===== config.mk =====
export PLATFORM = sky130hd
export DESIGN_NAME = mac_collector
export DESIGN_NICKNAME = d
export VERILOG_FILES = /design/src/rtl/mac_collector.sv
export SDC_FILE = /design/constraint.sdc
export NUM_CORES = 1
export LEC_CHECK = 0
export ABC_AREA = 1
export CAP_MARGIN = 5
export CELL_PAD_IN_SITES_DETAIL_PLACEMENT = 1
export CELL_PAD_IN_SITES_GLOBAL_PLACEMENT = 1
export CORE_MARGIN = 2
export CORE_UTILIZATION = 49
export DETAILED_ROUTE_END_ITERATION = 16
export PLACE_DENSITY_LB_ADDON = 0.05
export SLEW_MARGIN = 20
export SYNTH_ARGS = -nofsm -noshare
export SYNTH_HDL_FRONTEND = slang
export SYNTH_SLANG_ARGS = --single-unit

===== constraint.sdc =====
create_clock -name clk_i -period 4 [get_ports clk_i]
set_input_delay 0.4 -clock clk_i [delete_from_list [all_inputs] [get_ports clk_i]]
set_output_delay 0.4 -clock clk_i [all_outputs]
set_load 0.05 [all_outputs]

===== src/rtl/mac_collector.sv =====
// mac_collector
// Drain stage for the PE array. Each column's bottom-row result stream arrives
// skewed in time. It is captured into that column's own small FIFO. The column
// FIFOs are then read round-robin, so results leave as a row-major stream of
// one element per cycle on a valid/ready handshake.
//
// Ports:
//   clk_i, rst_ni        clock, asynchronous active-low reset
//   start_i, num_rows_i  job start pulse and row count, both sampled in IDLE
//   mac_i, mac_v_i       per-column results and valids from the PE array
//   out_data_o           serialized element (FIFO head of the current column)
//   out_col_o            column index of out_data_o
//   out_last_o           high on the last column of a row
//   out_v_o, out_ready_i output valid / downstream ready
//   busy_o               high while a job is running
//   done_o               one-cycle pulse after the final element is handed off
//   overflow_o           sticky: a column result was dropped on a full FIFO
//
// Build option: define MAC_COLLECTOR_RELU_EN to clamp negative output elements
// to zero on the way out. FIFO contents and overflow logic are the same in
// both builds.
module mac_collector #(
    parameter int array_width = 8,
    parameter int mac_w       = 32,
    parameter int fifo_depth  = 4,
    parameter int row_cnt_w   = 8
) (
    input  logic                                 clk_i,
    input  logic                                 rst_ni,
    input  logic                                 start_i,
    input  logic [row_cnt_w-1:0]                 num_rows_i,
    input  logic [array_width-1:0][mac_w-1:0]    mac_i,
    input  logic [array_width-1:0]               mac_v_i,
    output logic [mac_w-1:0]                     out_data_o,
    output logic [$clog2(array_width)-1:0]       out_col_o,
    output logic                                 out_last_o,
    output logic                                 out_v_o,
    input  logic                                 out_ready_i,
    output logic                                 busy_o,
    output logic                                 done_o,
    output logic                                 overflow_o
);

    localparam int COL_W = $clog2(array_width);
    localparam int AW    = $clog2(fifo_depth);
    localparam int PW    = AW + 1;
    localparam logic [COL_W-1:0] LAST_COL = COL_W'(array_width - 1);
    localparam logic [PW-1:0]    FULL_CNT = PW'(fifo_depth);

    typedef enum logic [1:0] {IDLE, RUN, DONE} state_t;

    state_t               state;
    logic [row_cnt_w-1:0] target;
    logic [row_cnt_w-1:0] row_out;
    logic [COL_W-1:0]     col_ptr;
    logic [row_cnt_w-1:0] cap_cnt [array_width];
    logic [PW-1:0]        wr_ptr  [array_width];
    logic [PW-1:0]        rd_ptr  [array_width];
    logic [mac_w-1:0]     mem     [array_width][fifo_depth];

    logic [array_width-1:0] fifo_full;
    logic [array_width-1:0] fifo_empty;
    logic [array_width-1:0] want;
    logic [array_width-1:0] push;
    logic [array_width-1:0] drop;
    logic                   handshake;
    logic                   skip;
    logic                   advance;
    logic                   final_step;
    logic [mac_w-1:0]       head;

    // Pointers carry one extra wrap bit so full and empty are distinguishable.
    // Fullness uses this cycle's pointers, so a pop frees a slot for pushes
    // only from the next cycle on.
    always_comb begin
        fifo_full  = '0;
        fifo_empty = '0;
        want       = '0;
        push       = '0;
        drop       = '0;
        for (int j = 0; j < array_width; j++) begin
            fifo_full[j]  = (wr_ptr[j] - rd_ptr[j]) == FULL_CNT;
            fifo_empty[j] = (wr_ptr[j] == rd_ptr[j]);
            want[j]       = (state == RUN) && mac_v_i[j] && (cap_cnt[j] < target);
            push[j]       = want[j] && !fifo_full[j];
            drop[j]       = want[j] && fifo_full[j];
        end
    end

    assign out_v_o   = (state == RUN) && !fifo_empty[col_ptr];
    assign handshake = out_v_o && out_ready_i;

    // A column that lost entries to overflow can run dry before the job ends.
    // Once all of its results have arrived and its FIFO is empty, its slot is
    // stepped over so the remaining columns still drain and the job finishes.
    assign skip       = (state == RUN) && fifo_empty[col_ptr] && (cap_cnt[col_ptr] == target);
    assign advance    = handshake || skip;
    assign final_step = advance && (col_ptr == LAST_COL) && (row_out == target - 1'b1);

    assign head = mem[col_ptr][rd_ptr[col_ptr][AW-1:0]];

    // Output data is forced to zero while nothing is being presented, so every
    // output reads zero out of reset.
`ifdef MAC_COLLECTOR_RELU_EN
    assign out_data_o = (out_v_o && !head[mac_w-1]) ? head : '0;
`else
    assign out_data_o = out_v_o ? head : '0;
`endif
    assign out_col_o  = col_ptr;
    assign out_last_o = out_v_o && (col_ptr == LAST_COL);
    assign busy_o     = (state == RUN);
    assign done_o     = (state == DONE);

    // FIFO storage needs no reset; it is only read through a non-empty pointer pair.
    always_ff @(posedge clk_i) begin
        for (int j = 0; j < array_width; j++) begin
            if (push[j]) begin
                mem[j][wr_ptr[j][AW-1:0]] <= mac_i[j];
            end
        end
    end

    // Job sequencer: capture counters, FIFO pointers, readout position and
    // the sticky overflow flag.
    always_ff @(posedge clk_i or negedge rst_ni) begin
        if (!rst_ni) begin
            state      <= IDLE;
            target     <= '0;
            row_out    <= '0;
            col_ptr    <= '0;
            overflow_o <= 1'b0;
            for (int j = 0; j < array_width; j++) begin
                cap_cnt[j] <= '0;
                wr_ptr[j]  <= '0;
                rd_ptr[j]  <= '0;
            end
        end else begin
            case (state)
                IDLE: begin
                    if (start_i) begin
                        overflow_o <= 1'b0;
                        if (num_rows_i != '0) begin
                            target  <= num_rows_i;
                            row_out <= '0;
                            col_ptr <= '0;
                            for (int j = 0; j < array_width; j++) begin
                                cap_cnt[j] <= '0;
                                wr_ptr[j]  <= '0;
                                rd_ptr[j]  <= '0;
                            end
                            state <= RUN;
                        end else begin
                            state <= DONE;
                        end
                    end
                end
                RUN: begin
                    for (int j = 0; j < array_width; j++) begin
                        if (push[j]) wr_ptr[j] <= wr_ptr[j] + 1'b1;
                        if (want[j]) cap_cnt[j] <= cap_cnt[j] + 1'b1;
                        if (drop[j]) overflow_o <= 1'b1;
                    end
                    if (handshake) begin
                        rd_ptr[col_ptr] <= rd_ptr[col_ptr] + 1'b1;
                    end
                    if (advance) begin
                        if (col_ptr == LAST_COL) begin
                            col_ptr <= '0;
                            row_out <= row_out + 1'b1;
                        end else begin
                            col_ptr <= col_ptr + 1'b1;
                        end
                    end
                    if (final_step) begin
                        state <= DONE;
                    end
                end
                DONE: begin
                    state <= IDLE;
                end
                default: begin
                    state <= IDLE;
                end
            endcase
        end
    end

endmodule


==> metrics.yaml <==
status: "finished clean"
grt_setup_unrepaired: "true"
crit_chain: "inv_4 -> nor2_4 -> nand2_4 -> inv_2 -> nand2_1 -> nand2_1 -> a211oi_2 -> nand3_4 -> inv_8 -> buf_16 -> nand3_1 -> nand3_1 -> nand2_1 -> nor2_4 -> buf_12"
max_freq_ghz: 0.258
hpwlAfterDp_mm: 111
synth_edf_count: 1024
cp.arrival_ns: 3.48
cp_num_cells: 15
cts_max_path_buffers: 3
fin_nets: 4457
critPathMaxFanout: 17
postSynth.asyncResetShare_pct: 11.6
p_per_area_nw_per_um2: 884
clk_pin_slew_ns: 0.06
vias_per_cell: 6.30
period_share_pct: 96.9
cts_tree: "built"
synth_seq_cells: 1158
layout_common_cells: "1024 x edfxtp_1, 442 x nand2_1, 379 x nor2_1"
worst-r2r-cell-count: 8
drtIter0Drc: 3951
die_w_um: 316
cp_num_buf_inv: 5
synth_fp_nets: 4074
skew_ns: 0.0569
root_buffer: "clkbuf_16"
die_h_um: 316
cp-start-kind: "register"
synth.area.top_cells: "edfxtp_1 65%, dfrtp_1 7.0%, o22ai_1 4.9%, nand2_1 3.5%, nor2_1 3.4%"
drcViolationCount: 0
hold_path.class: "input port to async pin"
drt_first_pass_iters: 6
ys_types: 52
crit_type: "register to output port"
synth_top_area_cell: "edfxtp_1"
final_common_cell: "edfxtp_1"
syn_to_final_growth_pct: 21.1
dpl_cell_area_um2: 53500
wl_per_cell_um: 32.7
antenna_found_initial: 26
syn_inst: 3681
core_area_um2: 96400
cp.required_ns: 3.60
grt_max_degree: 131
total_power_mw: 50.9
finalMaxSlewViolations: 0
cts_sinks: 1158
grt.total_usage_pct: 35.4
worst_pin_slew_ns: 0.854
portBuffers: 315
yosysWarnings: 0
clkLatencyLatePin_ns: 0.72
start_util_pct: 49.4
grt_first_pass_wirelength_mm: 253
cts_max_level: 3
drive_gt1_share_pct: 10.6
row_count: 114
vdd_drop_max_uv: 992
yosys.area.top_type_share_pct: 64.6
overflow: 0
dieArea_um2: 99700
crit_family: "simple AND/OR/NAND/NOR gates"
vias: 34400
pin_count: 316
leakage_nw: 20.9
slowest_delay_ns: 0.58
finalHoldViolCount: 0
antenna_left: 0
cts_buffers: 118
ys.flop_type: "edfxtp_1"
yosysSeqAreaShare_pct: 71.6
setup_viol: 0
maxCapViolations: 0
first_global_vias: 36200
syn_area_per_cell_um2: 12.9
globalplace.congestion: 0.934
crit_top_cell: "nand2_1"
finalWirelength_mm: 178
max-slew-margin-rel_pct: 42.9
final_area_um2: 57600
cp-end-kind: "output port"
synth_area_um2: 47600
critPathSlowestCell: "dfrtp_4"
layout_min_cycle_time_ns: 3.88
## through the flow
step           util, %  setup TNS, ns  cells  hold slack (ns)  setup slack, ns
2_1_floorplan        -              0   3681            0.104            0.447
3_3_place_gp      55.5              0   5216            0.448            0.456
3_5_place_dp      55.5              0   5216            0.460            0.396
4_1_cts           59.6              0   5437            0.291          0.00271
5_1_grt           59.8        -0.0586   5446            0.300          -0.0418
6_report          59.8              0   5454            0.290            0.125
## registers in the layout (all words and copies together), names as in the netlist
name and count:
mem 1024, cap_cnt 64, rd_ptr 24, wr_ptr 24, row_out 8, target 8, out_col_o 3, state 2
overflow_o 1
## timing repair
action	in CTS	in global routing
hold endpoints to repair	66	0
resized for setup	7	29
endpoints found under the setup margin	30	19
hold buffers	1	0
setup buffers	0	1
pin swaps	0	0
cloned	0	2
## worst register-to-register path: stages (launching register included)
cell and delay, ns:
dfrtp_1 0.46, inv_1 0.54, ha_1 0.37, a21oi_1 0.15, nand2_1 0.07, nand4_1 0.17
nand3_1 0.49, nor2_4 0.77, buf_12 0.32
## report_power, final
group          internal (mW)  leakage (nW)  total, mW  switching [mW]
Clock                   6.38          1.89       11.2            4.85
Sequential              16.3          11.0       17.6            1.29
Combinational           7.03          8.05       22.1            15.0
## cells by family (layout without fill, tap and decap cells)
group                    count (synthesis)  after routing  synth area share [%]
adder cells (fa/ha/maj)                117            117                  3.08
other                                    0             14                     0
buffers and inverters                  376            859                  3.34
flip-flops                            1158           1158                  71.6
AO/OA/AOI/OAI                          742            742                  9.75
AND/OR/NAND/NOR                       1241           1241                  11.3
multiplexers                             2              2                0.0473
XOR/XNOR                                45             45                 0.828
## layout make-up
type                            count  area (um^2)
Antenna cell                       14         35.0
Clock buffer                      141         3100
Clock inverter                     79          801
Fill cell                        9371        38800
Inverter                          209          815
Multi-Input combinational cell   2147        12200
Sequential cell                  1158        34100
Tap cell                         1276         1600
Timing Repair Buffer              430         4930
## routing by layer
metal,part of all wire (%),routed length [um],track usage (%)
met2,49,88100,60.0
met3,9.4,16800,6.99
met1,36,64700,44.3
met5,0.082,146,0
met4,4.7,8400,15.7
## cells in the mapped netlist (6+ instances only)
cell       instances
o2111ai_1         11
inv_1            195
xor2_1            36
edfxtp_1        1024
dfrtp_1          134
nand4_1           39
nor4_1            40
buf_4              6
o211ai_1          52
clkbuf_1          57
o21ai_0          138
ha_1             117
o21ai_1           15
o22a_1            51
buf_1             11
nand2_1          442
o22ai_1          374
buf_2             87
nand3_1          181
nor3_1            37
inv_2             11
a21oi_1           78
xnor2_1            9
or2_2             26
nor2_1           426
nand3b_1           9
nor2_4             6
nor3b_1           11
nand2_2            7
## worst paths after layout
| path | from | to | slack (ns) |
|---|---|---|---|
| worst max-delay path | out_col_o[1]$_DFFE_PN0P_ | out_data_o[1] | 0.12 |
| worst max register to register | target[3]$_DFFE_PN0P_ | mem[1][35]$_DFFE_PP_ | 0.35 |
| min in group clk_i | mac_i[109] | mem[3][109]$_DFFE_PP_ | 0.33 |
| worst min-delay path | rst_ni | cap_cnt[32]$_DFFE_PN0P_ | 0.29 |
| max in group asynchronous | rst_ni | out_col_o[1]$_DFFE_PN0P_ | 2.81 |
| worst min register to register | overflow_o$_DFFE_PN0P_ | overflow_o$_DFFE_PN0P_ | 0.53 |
No activity file was read; power rests on OpenSTA's default activity.
